[src/rtl/alu_arbiter_if.sv]
// Handshake and ALU bus between two requesters, the arbiter and the shared ALU.
// The arbiter connects through the slave modport; the requesters and the ALU connect through master.
interface alu_arbiter_if #(
  parameter int DATA_W = 32
);
  logic              req0_valid;
  logic              req1_valid;
  logic              req0_ready;
  logic              req1_ready;
  logic [3:0]        req0_op;
  logic [3:0]        req1_op;
  logic [DATA_W-1:0] req0_a;
  logic [DATA_W-1:0] req0_b;
  logic [DATA_W-1:0] req1_a;
  logic [DATA_W-1:0] req1_b;
  logic              rsp0_valid;
  logic              rsp1_valid;
  logic              rsp0_ready;
  logic              rsp1_ready;
  logic [DATA_W-1:0] rsp_data;
  logic [3:0]        alu_op;
  logic [DATA_W-1:0] alu_a;
  logic [DATA_W-1:0] alu_b;
  logic [DATA_W-1:0] alu_res;
  logic              busy;

  modport slave (
    input  req0_valid, req1_valid, req0_op, req1_op,
           req0_a, req0_b, req1_a, req1_b,
           rsp0_ready, rsp1_ready, alu_res,
    output req0_ready, req1_ready, rsp0_valid, rsp1_valid,
           rsp_data, alu_op, alu_a, alu_b, busy
  );

  modport master (
    output req0_valid, req1_valid, req0_op, req1_op,
           req0_a, req0_b, req1_a, req1_b,
           rsp0_ready, rsp1_ready, alu_res,
    input  req0_ready, req1_ready, rsp0_valid, rsp1_valid,
           rsp_data, alu_op, alu_a, alu_b, busy
  );
endinterface

[src/rtl/alu_arbiter.sv]
// Two-requester arbiter in front of one shared combinational ALU.
// Define ALU_ARB_FIXED_PRIO_EN for fixed priority (requester 0 wins); otherwise round-robin.
//
// state | meaning
// IDLE  | waiting for a request; ready goes to the granted requester
// EXEC  | latched operands drive the ALU; result registered at end of cycle
// RESP  | rsp_valid to the latched grant id until its rsp_ready
module alu_arbiter #(
  parameter int DATA_W = 32
) (
  input  logic         clk,
  input  logic         rst,
  alu_arbiter_if.slave bus
);

  typedef enum logic [1:0] {S_IDLE, S_EXEC, S_RESP} state_t;

  state_t            r_state;
  state_t            w_next;
  logic              r_gnt_id;
  logic [3:0]        r_op;
  logic [DATA_W-1:0] r_a;
  logic [DATA_W-1:0] r_b;
  logic [DATA_W-1:0] r_rsp_data;
  logic              w_gnt_id;
  logic              w_hs;
  logic              w_consume;
  logic              w_op_legal;
`ifndef ALU_ARB_FIXED_PRIO_EN
  logic              r_prio;
`endif

  // Grant: a lone valid requester always wins; only a tie consults the policy.
  always_comb begin
`ifdef ALU_ARB_FIXED_PRIO_EN
    w_gnt_id = ~bus.req0_valid;
`else
    if (bus.req0_valid && bus.req1_valid) w_gnt_id = r_prio;
    else                                  w_gnt_id = ~bus.req0_valid;
`endif
  end

  always_comb begin
    case (r_op)
      4'b0000, 4'b1000, 4'b0001, 4'b0010, 4'b0011,
      4'b0100, 4'b0101, 4'b1101, 4'b0110, 4'b0111: w_op_legal = 1'b1;
      default:                                     w_op_legal = 1'b0;
    endcase
  end

  always_ff @(posedge clk) begin
    if (rst) r_state <= S_IDLE;
    else     r_state <= w_next;
  end

  always_comb begin
    w_next         = r_state;
    w_hs           = 1'b0;
    w_consume      = 1'b0;
    bus.req0_ready = 1'b0;
    bus.req1_ready = 1'b0;
    bus.rsp0_valid = 1'b0;
    bus.rsp1_valid = 1'b0;
    case (r_state)
      S_IDLE: begin
        bus.req0_ready = bus.req0_valid & ~w_gnt_id;
        bus.req1_ready = bus.req1_valid &  w_gnt_id;
        w_hs           = bus.req0_valid | bus.req1_valid;
        if (w_hs) w_next = S_EXEC;
      end
      S_EXEC: w_next = S_RESP;
      S_RESP: begin
        bus.rsp0_valid = ~r_gnt_id;
        bus.rsp1_valid =  r_gnt_id;
        w_consume      = r_gnt_id ? bus.rsp1_ready : bus.rsp0_ready;
        if (w_consume) w_next = S_IDLE;
      end
      default: w_next = S_IDLE;
    endcase
  end

  always_ff @(posedge clk) begin
    if (rst) begin
      r_gnt_id   <= 1'b0;
      r_op       <= 4'b0000;
      r_a        <= '0;
      r_b        <= '0;
      r_rsp_data <= '0;
`ifndef ALU_ARB_FIXED_PRIO_EN
      r_prio     <= 1'b0;
`endif
    end else begin
      if (w_hs) begin
        r_gnt_id <= w_gnt_id;
        r_op     <= w_gnt_id ? bus.req1_op : bus.req0_op;
        r_a      <= w_gnt_id ? bus.req1_a  : bus.req0_a;
        r_b      <= w_gnt_id ? bus.req1_b  : bus.req0_b;
      end
      // Undefined op codes never expose whatever the ALU happens to produce.
      if (r_state == S_EXEC) r_rsp_data <= w_op_legal ? bus.alu_res : '0;
`ifndef ALU_ARB_FIXED_PRIO_EN
      if (w_consume) r_prio <= ~r_gnt_id;
`endif
    end
  end

  assign bus.alu_op   = r_op;
  assign bus.alu_a    = r_a;
  assign bus.alu_b    = r_b;
  assign bus.rsp_data = r_rsp_data;
  assign bus.busy     = (r_state != S_IDLE);

endmodule

[src/flat_wrapper.sv]
// flat-port wrapper written by rule: the top's interface ports become plain ports
module alu_arbiter_flat 
#(
  parameter int DATA_W = 32
)
  (clk, rst, bus_req0_valid, bus_req1_valid, bus_req0_op, bus_req1_op, bus_req0_a, bus_req0_b, bus_req1_a, bus_req1_b, bus_rsp0_ready, bus_rsp1_ready, bus_alu_res, bus_req0_ready, bus_req1_ready, bus_rsp0_valid, bus_rsp1_valid, bus_rsp_data, bus_alu_op, bus_alu_a, bus_alu_b, bus_busy);
  alu_arbiter_if #(.DATA_W(DATA_W)) bus_i ();
  input  logic clk;
  input  logic rst;
  input wire logic [$bits(bus_i.req0_valid)-1:0] bus_req0_valid;
  input wire logic [$bits(bus_i.req1_valid)-1:0] bus_req1_valid;
  input wire logic [$bits(bus_i.req0_op)-1:0] bus_req0_op;
  input wire logic [$bits(bus_i.req1_op)-1:0] bus_req1_op;
  input wire logic [$bits(bus_i.req0_a)-1:0] bus_req0_a;
  input wire logic [$bits(bus_i.req0_b)-1:0] bus_req0_b;
  input wire logic [$bits(bus_i.req1_a)-1:0] bus_req1_a;
  input wire logic [$bits(bus_i.req1_b)-1:0] bus_req1_b;
  input wire logic [$bits(bus_i.rsp0_ready)-1:0] bus_rsp0_ready;
  input wire logic [$bits(bus_i.rsp1_ready)-1:0] bus_rsp1_ready;
  input wire logic [$bits(bus_i.alu_res)-1:0] bus_alu_res;
  output wire logic [$bits(bus_i.req0_ready)-1:0] bus_req0_ready;
  output wire logic [$bits(bus_i.req1_ready)-1:0] bus_req1_ready;
  output wire logic [$bits(bus_i.rsp0_valid)-1:0] bus_rsp0_valid;
  output wire logic [$bits(bus_i.rsp1_valid)-1:0] bus_rsp1_valid;
  output wire logic [$bits(bus_i.rsp_data)-1:0] bus_rsp_data;
  output wire logic [$bits(bus_i.alu_op)-1:0] bus_alu_op;
  output wire logic [$bits(bus_i.alu_a)-1:0] bus_alu_a;
  output wire logic [$bits(bus_i.alu_b)-1:0] bus_alu_b;
  output wire logic [$bits(bus_i.busy)-1:0] bus_busy;
  assign bus_i.req0_valid = bus_req0_valid;
  assign bus_i.req1_valid = bus_req1_valid;
  assign bus_i.req0_op = bus_req0_op;
  assign bus_i.req1_op = bus_req1_op;
  assign bus_i.req0_a = bus_req0_a;
  assign bus_i.req0_b = bus_req0_b;
  assign bus_i.req1_a = bus_req1_a;
  assign bus_i.req1_b = bus_req1_b;
  assign bus_i.rsp0_ready = bus_rsp0_ready;
  assign bus_i.rsp1_ready = bus_rsp1_ready;
  assign bus_i.alu_res = bus_alu_res;
  assign bus_req0_ready = bus_i.req0_ready;
  assign bus_req1_ready = bus_i.req1_ready;
  assign bus_rsp0_valid = bus_i.rsp0_valid;
  assign bus_rsp1_valid = bus_i.rsp1_valid;
  assign bus_rsp_data = bus_i.rsp_data;
  assign bus_alu_op = bus_i.alu_op;
  assign bus_alu_a = bus_i.alu_a;
  assign bus_alu_b = bus_i.alu_b;
  assign bus_busy = bus_i.busy;
  alu_arbiter #(.DATA_W(DATA_W)) u_core (.clk(clk), .rst(rst), .bus(bus_i));
endmodule
[config.mk]
export PLATFORM = sky130hd
export DESIGN_NAME = alu_arbiter_flat
export DESIGN_NICKNAME = d
export VERILOG_FILES = /design/src/rtl/alu_arbiter_if.sv /design/src/rtl/alu_arbiter.sv /design/src/flat_wrapper.sv
export SDC_FILE = /design/constraint.sdc
export NUM_CORES = 1
export LEC_CHECK = 0
export BUFFER_PORTS_ARGS = -buffer_cell sky130_fd_sc_hd__buf_4
export CELL_PAD_IN_SITES_DETAIL_PLACEMENT = 0
export CELL_PAD_IN_SITES_GLOBAL_PLACEMENT = 1
export CORE_ASPECT_RATIO = 1.2
export CORE_MARGIN = 2
export CORE_UTILIZATION = 27
export DETAILED_ROUTE_END_ITERATION = 7
export PLACE_DENSITY = 0.83
export SLEW_MARGIN = 20
export SYNTH_ARGS = -nofsm -noshare
export SYNTH_HDL_FRONTEND = slang
export SYNTH_SLANG_ARGS = --single-unit
[constraint.sdc]
create_clock -name clk -period 1.45 [get_ports clk]
set_input_delay 0.2175 -clock clk [delete_from_list [all_inputs] [get_ports clk]]
set_output_delay 0.2175 -clock clk [all_outputs]
set_load 0.01 [all_outputs]
**Word level (Yosys, flattened, before mapping)**

Memories as Yosys holds them, arrays and structs flattened. A register that Yosys moved wholly into a read port is not among the register bits.
Cells that the tools add are included.
Widths: inputs -> output; s select.

- Output and inout port bits: 105
- ROM bits: 16
- Word-level logic and storage cells: 39
- Input bits: 174
- Register bits: 104
- Memories: 1

- Bitwise gates (word level): 6
- Multiplexer cells: 17
- Eq/ne operators: 4
- Reductions and logical operators: 4

Memory list:

| name | depth | width | read ports | clocked after memory_dff | write ports | RTL line | text |
|---|---|---|---|---|---|---|---|
| (no name shown) | 16 | 1 | 1 | 1 | 0 | alu_arbiter.sv:44 | `case (r_op)` |

Operators by type and width:

| cell | count |
|---|---|
| $mux 32 | 3 |
| $mux 4 | 3 |
| $mux 1 | 8 |
| $pmux 2 s3 | 1 |
| $mux 2 | 2 |
| $ne 2x1->1 const B | 2 |
| $not 1->1 | 3 |
| $and 1x1->1 | 2 |
| $eq 2x1->1 const B | 1 |
| $eq 2x2->1 const B | 1 |
| $logic_not 2->1 | 1 |
| $reduce_and 2->1 | 1 |
| $reduce_bool 2->1 | 1 |
| $logic_and 1x1->1 | 1 |
| $or 1x1->1 | 1 |

**Longest topological paths before layout**

- Depth in word-level cells: 5
- Mapped depth: 7
- Depth with buffers taken out: 5

**Worst setup path after synthesis**

No wires, ideal clock.

- Path type: flip-flop to flip-flop
- Start: register u_core.r_state[1]
- End: register, netlist name u_core.w_op_legal
- Data arrival time: 1.235 ns
- Buffers on the path: 2
- Clock period less this slack: 1.362 ns
- Setup time: 0.127 ns
- Setup slack: 0.088 ns
- Data required time: 1.323 ns
- Cell stages (with the launch flop): 8
- Path through: dfxtp_1 > nor2_2 > and2_1 > buf_6 > buf_6 > nor2_1 > a311oi_2 > o21ai_1

- Word-level cells in the longest chain between the ends: 4

RTL lines:

| what | RTL line | text |
|---|---|---|
| start, declared | alu_arbiter.sv:18 | `state_t r_state;` |
| start signal, assigned | alu_arbiter.sv:53 | `else r_state <= w_next;` |
| $logic_not 2->1 | alu_arbiter.sv:64 | `case (r_state)` |
| $mux 1 | alu_arbiter.sv:64 |  |
| $mux 4 (no line) (2 in series) | n/a |  |

No other way between the ends.
A chain may end at the register's enable or synchronous reset.

**Final worst setup path**

- Start: register u_core.r_state[1]
- End: output bus_rsp0_valid

- Word-level cells in the longest chain between the ends: 2

RTL lines:

| what | RTL line | text |
|---|---|---|
| $eq 2x2->1 | alu_arbiter.sv:64 |  |
| $mux 1 | alu_arbiter.sv:64 |  |
| end, declared | flat_wrapper.sv:23 | `output wire logic [$bits(bus_i.rsp0_valid)-1:0] bus_rsp0_valid;` |

No other way between the ends.

==> key figures <==
GRT
  • First-pass GRT wire length: 25.1 mm
  • Gr ovfl total: 0
  • Initial antenna violation count: 0
  • Pin count of the biggest net entering global routing: 49
  • GRT Resource Usage Total: roughly 17%
  • Vias in the first global route: 4911

Clock network
  • Sink Count: roughly 110
  • CTS tree: done
  • Worst-path clk slew: roughly 0.070 ns
  • Total CTS buffers: 9
  • Clock root buffer: clkbuf_16
  • Htree depth: 3
  • Max Buffers Root-to-Sink: 2
  • CTS Hold Bufs: 0
  • Clk_lat worst skew: 0.35 ns

Power
  • P per Cell Area: roughly 1100 nW/um^2
  • Leak Pwr: 3.56 nW
  • Max VDD drop: 0.536 mV

Worst setup path
  • Crit Path Class: flop to output port
  • Max FO, Critical Path: 5
  • Crit start category: flop
  • CP Capture Type: output port
  • Worst Path Arrival: about 1.3 ns
  • Worst EP required: ~1.2 ns

Route
  • Antenna-violating nets left: 0
  • DRT iter0 DRCs: 128
  • Total wire length: roughly 17 mm
  • DRC: 0
  • Wire length per cell: 16.1 microns
  • DR vias: between 4000 and 5000
  • Vias per std cell: 4.72
  • TritonRoute pass-1 iters: 4

Logic synthesis
  • Average size of a mapped cell: 8.52 sq um
  • Distinct cell type count after synthesis: 26
  • Synth Cell Area: 4720 sq um
  • Compound-Gate Fraction of Synth Area: 24.8%
  • Top FF cell, synth: dfxtp_1
  • Fraction of registers with async set/reset: 0%
  • Seq/Total Area, Yosys: 44.5%
  • XOR/XNOR Fraction of Synth Area: less than 1%
  • Post-synth top area share: 44.5%
  • Yosys reg bits: approximately 110
  • Largest family of logic cells by synthesized area: compound AO/OA/AOI/OAI gates
  • Cell count after synthesis: about 550
  • Post-Synth Simple-Gate Area: 24.3%
  • Post-synth EDFFs: 0
  • Area leader, netlist: dfxtp_1
  • Syn Nets: around 730
  • Most frequent cell after synthesis: nand2_1
  • Adder-Cell Fraction of Synth Area: 0%
  • Most frequent cells after synthesis: nand2_1 (169), dfxtp_1 (105), nor2_1 (71)
  • Top post-synthesis cells by area: dfxtp_1 (45%), a311oi_2 (19%), nand2_1 (13%), nor2_1 (5.6%), a21oi_1 (3.9%)
  • Synth Warn #: 0
  • Mux cell area share after synthesis: 0.212%

Placement
  • GPL Wtd Cong: 0.765
  • Port Buffer Count: roughly 280
  • Post-DP HPWL: 12.0 mm
  • Post-Place Worst Slack: -0.000355 ns

Final layout
  • NumNets Final: 1006
  • Area delta synth->final: 67.9%
  • End-of-flow core utilization: 46.7%
  • Layout cells sized above 1: 51.4%
  • N_diodes: 0
  • Fillers: 1684

Hold path
  • Worst Hold Class: input port to flop

Die
  • Num ports: 279
  • Die Area: 18600 sq um
  • Die Wd: 125 microns
  • Die Ht: 149 microns
  • Placeable core area: between 15000 and 20000 sq um
  • Starting Density: between 20% and 30%
  • FP Rows: 52

Timing
  • # setup viols final: 5
  • Final worst-path setup slack: -0.0253 ns
  • Max-slew headroom: 63.4%
  • Upper clock frequency limit: 678 MHz
  • Clock skew: between 0.008 and 0.009 ns
  • Final Slew Violations: 0
  • Crit share post-route: 102%
  • Fin. Hold Viols: 0
  • RSZ-0062 raised after global routing: true
  • Crit path time final: between 1 and 1.5 ns
  • Slew @ Worst Pin: 0.549 ns

Status
  • Status: complete, but fails checks
  • Failing checks: setup timing

Job
  • Max_cap viols: 0
[where the power goes]
group | switching [mW] | internal, mW | total (mW) | leakage, nW
clock network | 1.14 | 1.32 | 2.47 | 0.146
logic | 1.34 | 1.41 | 2.75 | 2.55
registers | 0.177 | 3.21 | 3.38 | 0.868
[worst max-delay path: stages (launching register included)]
cell and delay (ns):
dfxtp_2 0.34, buf_6 0.09, nor2b_4 0.19, nor2b_4 0.17, buf_6 0.11
[per-layer routing]
layer | global-route usage [%] | part of all wire, % | routed length [microns]
met5 | 0 | 0 | 0
met4 | 7.42 | 3.0 | 517
met3 | 4.12 | 6.5 | 1110
met2 | 28.9 | 49 | 8310
met1 | 20.2 | 41 | 7040
[path summary, 6_finish.rpt]
| kind | startpoint | end | slack (ns) | depth (start not counted) |
|---|---|---|---|---|
| worst max-delay path | u_core.r_state[1] | bus_rsp0_valid | -0.03 | 4 |
| worst min-delay path | rst | u_core.bus.alu_op[1] | 0.12 | 2 |
| worst max register to register | u_core.r_prio | u_core.bus.alu_b[18] | 0 | 6 |
| worst min register to register | u_core.bus.rsp_data[4] | u_core.bus.rsp_data[4] | 0.45 | 2 |
[logic make-up (layout without fill, tap and decap cells)]
kind of cell	after synthesis	count (layout)
flops	105	105
compound gates	108	108
xor+xnor	1	1
simple gates	286	286
buf+inv	53	336
mux	1	1
[placed cells by master (no fill, tap or decap), drive strengths merged, types with 2 or more instances in the layout]
cell / netlist / layout
and2: 2 / 2
dfxtp: 105 / 105
clkbuf: 26 / 18
nor2: 72 / 72
a21oi: 37 / 37
buf: 26 / 313
a31oi: 3 / 3
inv: 1 / 3
nor2b: 7 / 7
nand2: 169 / 169
nand3: 32 / 32
a311oi: 65 / 65
[timing repair]
action	CTS	global route
gates resized for setup	15	53
pin swaps	3	38
cloned	0	7
setup endpoints to repair	4	62
setup buffers	5	3
[through the flow]
step	total power, mW	area, sq um	TNS, ns	hold slack, ns	cells
finish	8.60	7930	-0.0418	0.122	1053
global route	9.06	7930	-1.35	0.116	1053
CTS	8.50	7550	-0.165	0.107	1043
detailed placement	5.94	7160	-0.000355	0.444	1023
global placement	5.91	7160	0	0.439	1023
floorplan	4.72	4720	0	0.377	554
[flip-flops by register name, summed over array words and instances, names as in the netlist]
register,cells
u_core.bus.alu_a,32
u_core.bus.alu_b,32
u_core.bus.rsp_data,32
u_core.bus.alu_op,4
u_core.r_state,2
u_core.r_gnt_id,1
u_core.r_prio,1
u_core.w_op_legal,1
[final cells by class]
class | count | area, sq um | share of cell area, %
Timing Repair Buffer | 319 | 2720 | 34.3
Multi-Input combinational cell | 396 | 2520 | 31.9
Sequential cell | 105 | 2110 | 26.6
Tap cell | 216 | 270 | 3.41
Clock buffer | 12 | 267 | 3.36
Clock inverter | 4 | 33.8 | 0.426
Inverter | 1 | 3.75 | 0.0474
No activity file was read; power rests on OpenSTA's default activity.
